File: src/rtl/icache_line_fill_if.sv
// rtl/icache_line_fill_if.sv - backing-memory word read bus for the icache line-fill engine
interface icache_line_fill_if #(
  parameter int ADDR_W = 20,
  parameter int WORD_W = 32
);
  logic              mem_rd_o;
  logic [ADDR_W-1:0] mem_addr_o;
  logic [WORD_W-1:0] mem_rdata_i;
  logic              mem_rvalid_i;

  modport master (
    output mem_rd_o,
    output mem_addr_o,
    input  mem_rdata_i,
    input  mem_rvalid_i
  );

  modport slave (
    input  mem_rd_o,
    input  mem_addr_o,
    output mem_rdata_i,
    output mem_rvalid_i
  );
endinterface

File: src/rtl/icache_line_fill.sv
// rtl/icache_line_fill.sv - fetches one cache line as sequential single-outstanding word reads
module icache_line_fill #(
  parameter  int ADDR_W = 20,
  parameter  int WORD_W = 32,
  parameter  int WORDS  = 4,
  localparam int LINE_W = WORD_W * WORDS
) (
  input  logic                clk_i,
  input  logic                rsn_i,
  input  logic                rqst_i,
  input  logic [ADDR_W-1:0]   addr_i,
  input  logic                cancel_i,
  icache_line_fill_if.master  mem,
  output logic                data_ready_o,
  output logic [LINE_W-1:0]   line_o,
  output logic [ADDR_W-1:0]   line_addr_o,
  output logic                busy_o
);

  localparam int BEAT_W   = $clog2(WORDS);
  localparam int WORD_OFF = $clog2(WORD_W / 8);
  localparam int LINE_OFF = $clog2(LINE_W / 8);

  typedef enum logic [2:0] {
    S_IDLE,
    S_ISSUE,
    S_WAIT,
    S_DRAIN,
    S_RESP
  } state_t;

  state_t              state_q, state_d;
  logic [BEAT_W-1:0]   beat_q;
  logic [ADDR_W-1:0]   base_q;
  logic [LINE_W-1:0]   line_q;
  logic [ADDR_W-1:0]   line_addr_q;
  logic                last_beat;
  logic                accept;
  logic                word_take;
  logic [ADDR_W-1:0]   word_off;
  logic                unused_addr_bits;

  assign unused_addr_bits = ^addr_i[LINE_OFF-1:0];

  assign last_beat = (beat_q == BEAT_W'(WORDS - 1));
  assign accept    = (state_q == S_IDLE) && rqst_i;
  // A cancelled beat drops its word even if the data arrives in the same cycle.
  assign word_take = (state_q == S_WAIT) && mem.mem_rvalid_i && !cancel_i;
  assign word_off  = {{(ADDR_W - BEAT_W - WORD_OFF){1'b0}}, beat_q, {WORD_OFF{1'b0}}};

  always_ff @(posedge clk_i or negedge rsn_i) begin
    if (!rsn_i) begin
      state_q <= S_IDLE;
    end else begin
      state_q <= state_d;
    end
  end

  always_comb begin
    state_d = state_q;
    unique case (state_q)
      S_IDLE: begin
        if (rqst_i) state_d = S_ISSUE;
      end
      S_ISSUE: begin
        state_d = cancel_i ? S_DRAIN : S_WAIT;
      end
      S_WAIT: begin
        if (cancel_i) begin
          state_d = mem.mem_rvalid_i ? S_IDLE : S_DRAIN;
        end else if (mem.mem_rvalid_i) begin
          state_d = last_beat ? S_RESP : S_ISSUE;
        end
      end
      S_DRAIN: begin
        if (mem.mem_rvalid_i) state_d = S_IDLE;
      end
      S_RESP: begin
        state_d = S_IDLE;
      end
      default: begin
        state_d = S_IDLE;
      end
    endcase
  end

  always_comb begin
    mem.mem_rd_o   = 1'b0;
    mem.mem_addr_o = '0;
    data_ready_o   = 1'b0;
    busy_o         = (state_q != S_IDLE);
    if (state_q == S_ISSUE) begin
      mem.mem_rd_o   = 1'b1;
      mem.mem_addr_o = base_q + word_off;
    end
    if (state_q == S_RESP) begin
      data_ready_o = 1'b1;
    end
  end

  always_ff @(posedge clk_i or negedge rsn_i) begin
    if (!rsn_i) begin
      beat_q      <= '0;
      base_q      <= '0;
      line_q      <= '0;
      line_addr_q <= '0;
    end else begin
      if (accept) begin
        base_q <= {addr_i[ADDR_W-1:LINE_OFF], {LINE_OFF{1'b0}}};
        beat_q <= '0;
      end
      if (word_take) begin
        for (int k = 0; k < WORDS; k++) begin
          if (beat_q == BEAT_W'(k)) begin
            line_q[k*WORD_W +: WORD_W] <= mem.mem_rdata_i;
          end
        end
        // The beat counter parks on the last word; the next accept clears it.
        if (last_beat) begin
          line_addr_q <= base_q;
        end else begin
          beat_q <= beat_q + BEAT_W'(1);
        end
      end
    end
  end

  assign line_o      = line_q;
  assign line_addr_o = line_addr_q;

endmodule

File: src/flat_wrapper.sv
// flat-port wrapper written by rule: the top's interface ports become plain ports
module icache_line_fill_flat 
#(
  parameter  int ADDR_W = 20,
  parameter  int WORD_W = 32,
  parameter  int WORDS  = 4,
  localparam int LINE_W = WORD_W * WORDS
)
  (clk_i, rsn_i, rqst_i, addr_i, cancel_i, data_ready_o, line_o, line_addr_o, busy_o, mem_mem_rd_o, mem_mem_addr_o, mem_mem_rdata_i, mem_mem_rvalid_i);
  icache_line_fill_if #(.ADDR_W(ADDR_W), .WORD_W(WORD_W)) mem_i ();
  input  logic clk_i;
  input  logic rsn_i;
  input  logic rqst_i;
  input  logic [ADDR_W-1:0] addr_i;
  input  logic cancel_i;
  output logic data_ready_o;
  output logic [LINE_W-1:0] line_o;
  output logic [ADDR_W-1:0] line_addr_o;
  output logic busy_o;
  output wire logic [$bits(mem_i.mem_rd_o)-1:0] mem_mem_rd_o;
  output wire logic [$bits(mem_i.mem_addr_o)-1:0] mem_mem_addr_o;
  input wire logic [$bits(mem_i.mem_rdata_i)-1:0] mem_mem_rdata_i;
  input wire logic [$bits(mem_i.mem_rvalid_i)-1:0] mem_mem_rvalid_i;
  assign mem_mem_rd_o = mem_i.mem_rd_o;
  assign mem_mem_addr_o = mem_i.mem_addr_o;
  assign mem_i.mem_rdata_i = mem_mem_rdata_i;
  assign mem_i.mem_rvalid_i = mem_mem_rvalid_i;
  icache_line_fill #(.ADDR_W(ADDR_W), .WORD_W(WORD_W), .WORDS(WORDS)) u_core (.clk_i(clk_i), .rsn_i(rsn_i), .rqst_i(rqst_i), .addr_i(addr_i), .cancel_i(cancel_i), .mem(mem_i), .data_ready_o(data_ready_o), .line_o(line_o), .line_addr_o(line_addr_o), .busy_o(busy_o));
endmodule
File: config.mk
export PLATFORM = sky130hd
export DESIGN_NAME = icache_line_fill_flat
export DESIGN_NICKNAME = d
export VERILOG_FILES = /design/src/rtl/icache_line_fill_if.sv /design/src/rtl/icache_line_fill.sv /design/src/flat_wrapper.sv
export SDC_FILE = /design/constraint.sdc
export NUM_CORES = 1
export LEC_CHECK = 0
export ABC_CLOCK_PERIOD_IN_PS = 2700
export CAP_MARGIN = 20
export CELL_PAD_IN_SITES_DETAIL_PLACEMENT = 0
export CELL_PAD_IN_SITES_GLOBAL_PLACEMENT = 1
export CORE_ASPECT_RATIO = 0.7
export CORE_MARGIN = 2
export CORE_UTILIZATION = 34
export DETAILED_ROUTE_END_ITERATION = 10
export PLACE_DENSITY = 0.84
export SYNTH_ARGS = -nofsm -noshare
export SYNTH_HDL_FRONTEND = slang
export SYNTH_SLANG_ARGS = --single-unit
File: constraint.sdc
create_clock -name clk_i -period 2.7 [get_ports clk_i]
set_input_delay 0.54 -clock clk_i [delete_from_list [all_inputs] [get_ports clk_i]]
set_output_delay 0.54 -clock clk_i [all_outputs]
set_load 0.02 [all_outputs]
==> impl_metrics.py <==
metrics = {
    "critical_path": {
        "crit_start": "u_core.state_q[2]",
        "cp_slowest_stage_delay_ns": 0.61,
        "cp-end-kind": "primary output",
        "crit_buf_inv": 2,
        "worst_setup_path_start_kind": "flip-flop",
        "crit_path_max_fanout": 10,
        "crit_required_ns": 2.16,
        "path_cells": "nor3_2 > buf_4 > clkdlybuf4s50_1",
        "path_class": "flip-flop to primary output",
        "path_delay_family": "buffers and inverters",
        "r2r-start": "u_core.state_q[1]",
        "cp.arrival_ns": 1.94,
        "slowest_stage": "clkdlybuf4s50_1",
    },
    "synthesis": {
        "netlist_area_mm2": 0.00653,
        "syn_avg_cell_area_um2": 16.4,
        "ys_async_sr_fraction_pct": 100,
        "ys_seq_elements": 165,
        "yosys_most_used_dff": "dfrtp_1",
        "yosysTopAreaCell": "dfrtp_1",
        "synth_area_leaders": "dfrtp_1 63%, mux2_2 26%, mux2_4 2.1%",
        "ys_warn_count": 0,
        "synthDistinctLibCells": 23,
        "netlist.area_leader.share_pct": 63.2,
        "netlist_instances": 398,
        "seq_area_frac_synth_pct": 63.2,
        "yosys-top-cells-count": "165 x dfrtp_1, 151 x mux2_2, 19 x and2_1",
        "synth.most_common_cell": "dfrtp_1",
        "synth_edf_count": 0,
    },
    "timing": {
        "layout_min_cycle_time_ns": 2.48,
        "rsz0062_at_grt": "no",
        "drv_slew": 0,
        "holdWs_ns": 0.0867,
        "worst_slack_ns": 0.216,
        "setup-violations-final": 0,
        "period_share_pct": 92.0,
        "timing.fmax_mhz": 403,
        "fin_tns_setup_ns": 0,
        "skew_ns": 0.00843,
        "maxSlewHeadroom_pct": 64.6,
        "hold_violations": 0,
        "tightest_slew_ns": 0.532,
    },
    "cts": {
        "ctsLongestPathBuffers": 2,
        "cts.sinks": 165,
        "cts_tree": "built",
        "cts_setup_buffers": 0,
        "cts_buffers": 17,
        "cts_root_buffer": "clkbuf_16",
        "clk_latency_ns": 0.41,
        "cts_max_level": 4,
        "clk_pin_slew_ns": 0.06,
    },
    "layout": {
        "drive_above_1_share_pct": 33.5,
        "final_nets": 690,
        "antennaDiodeCount": 0,
        "area_growth_pct": 47.3,
        "n_fill_cell": 1572,
        "post-route-util_pct": 51.0,
    },
    "outcome": {
        "status": "completed",
    },
    "die": {
        "io_pins": 228,
        "core_area_mm2": 0.0189,
        "die_h_um": 120,
        "die_area_mm2": 0.0204,
        "rows": 42,
        "start_util_pct": 34.6,
        "fp.dieW_um": 170,
    },
    "global_routing": {
        "grt_pass1_wl_um": 24300,
        "grt_pass1_vias": 4417,
        "antenna_found_initial": 0,
        "grt.overflow.total": 0,
        "grt.total_usage_pct": 15.5,
        "grt_max_degree": 57,
    },
    "pwr": {
        "p_leak_nw": 4.67,
        "cellPowerDensity_mw_per_mm2": 1230,
        "ir_drop_mv": 0.595,
        "finalPower_mw": 11.8,
        "power_switching_mw": 4.02,
        "internal_power_mw": 7.77,
        "swShare_pct": 34.1,
        "pwr-share-clk_pct": 20.4,
        "combPwrFrac_pct": 43.9,
        "power_frac_seq_pct": 35.7,
    },
    "drt": {
        "vias_per_cell": 4.67,
        "avgRoutedWirePerCell_um": 17.6,
        "vias": 4124,
        "drc_errors": 0,
        "dr.pass1.iters": 4,
        "wl_um": 15600,
        "postRouteAntennaNets": 0,
        "drtIter0Drc": 148,
    },
    "hold_path": {
        "hp-class": "input port to async pin",
    },
    "placed_design": {
        "gp_congestion": 0.758,
        "io_buffers": 217,
        "place_hpwl_um": 11000,
        "dp_slack_ns": 0.225,
    },
    "job": {
        "max_cap_viol_count": 0,
    },
}
## flip-flops by register name (all words and copies together), names as in the netlist
name	flops
u_core.line_o	128
u_core.base_q	16
u_core.line_addr_o	16
u_core.state_q	3
u_core.beat_q	2
## what timing repair did
item	4_1_cts	5_1_grt
endpoints found under the setup margin	9	17
endpoints found under the hold margin	0	0
hold buffers	0	0
pin swaps	0	0
resized for setup	2	17
## per-stage QoR
step	cells	area [um2]
finish	884	9620
global route	884	9620
CTS	884	9580
detailed placement	852	8980
global placement	852	8980
floorplan	403	6550
## cells by family after synthesis
group	Yosys count	synth area share (%)
AO/OA/AOI/OAI	8	0.939
adder cells (fa/ha/maj)	4	0.766
buffers and inverters	28	3.20
flip-flops	165	63.2
multiplexers	160	28.1
other	1	0.0574
AND/OR/NAND/NOR	32	3.72
## layout make-up
| cell class | count | area (um2) | area share, % |
|---|---|---|---|
| Sequential cell | 165 | 4130 | 42.9 |
| Clock buffer | 20 | 457 | 4.75 |
| Clock inverter | 12 | 140 | 1.46 |
| Timing Repair Buffer | 231 | 2360 | 24.5 |
| Tap cell | 242 | 303 | 3.15 |
| Multi-Input combinational cell | 210 | 2220 | 23.0 |
| Inverter | 4 | 15.0 | 0.156 |
## power by group through the flow
| stage | clock network [mW] | registers (mW) | logic, mW |
|---|---|---|---|
| 2_1_floorplan | 0 | 5.28 | 1.49 |
| 3_3_place_gp | 0 | 4.15 | 5.17 |
| 3_5_place_dp | 0 | 4.24 | 5.24 |
| 4_1_cts | 2.48 | 4.22 | 5.26 |
| 5_1_grt | 2.62 | 4.35 | 5.44 |
| 6_report | 2.40 | 4.21 | 5.18 |
## layer usage
layer,up-vias,part of all wire (%),global-route usage [%]
li1,1857,-,-
met1,2113,45,19.9
met2,142,46,24.3
met3,12,8.0,6.40
met4,0,1.1,4.43
met5,-,0,0
## worst paths after layout
kind / endpoint / slack [ns] / cells after the start
min reg2reg: u_core.line_o[15] / 0.50 / 1
max reg2reg: u_core.line_o[96] / 0.78 / 4
min in group clk_i: u_core.line_o[15] / 0.50 / 1
max: mem_mem_rd_o / 0.22 / 3
min: u_core.line_addr_o[9] / 0.09 / 1
max in group asynchronous: u_core.state_q[0] / 1.87 / 2
## placed cells by master (no fill, tap or decap), types with 2 or more instances in the layout
cell	instances
dfrtp_1	164
dlymetal6s2s_1	17
mux2_2	151
buf_12	3
buf_4	11
nor2_1	2
a211oi_1	4
and2_1	19
nand3b_2	3
conb_1	6
inv_1	4
mux2_4	9
clkinvlp_4	3
clkbuf_16	17
clkinv_4	2
clkbuf_8	2
inv_6	4
a31o_2	2
clkdlybuf4s50_1	198
bufinv_16	2
ha_1	4
Note: power is estimated with default switching activity, not from simulation.
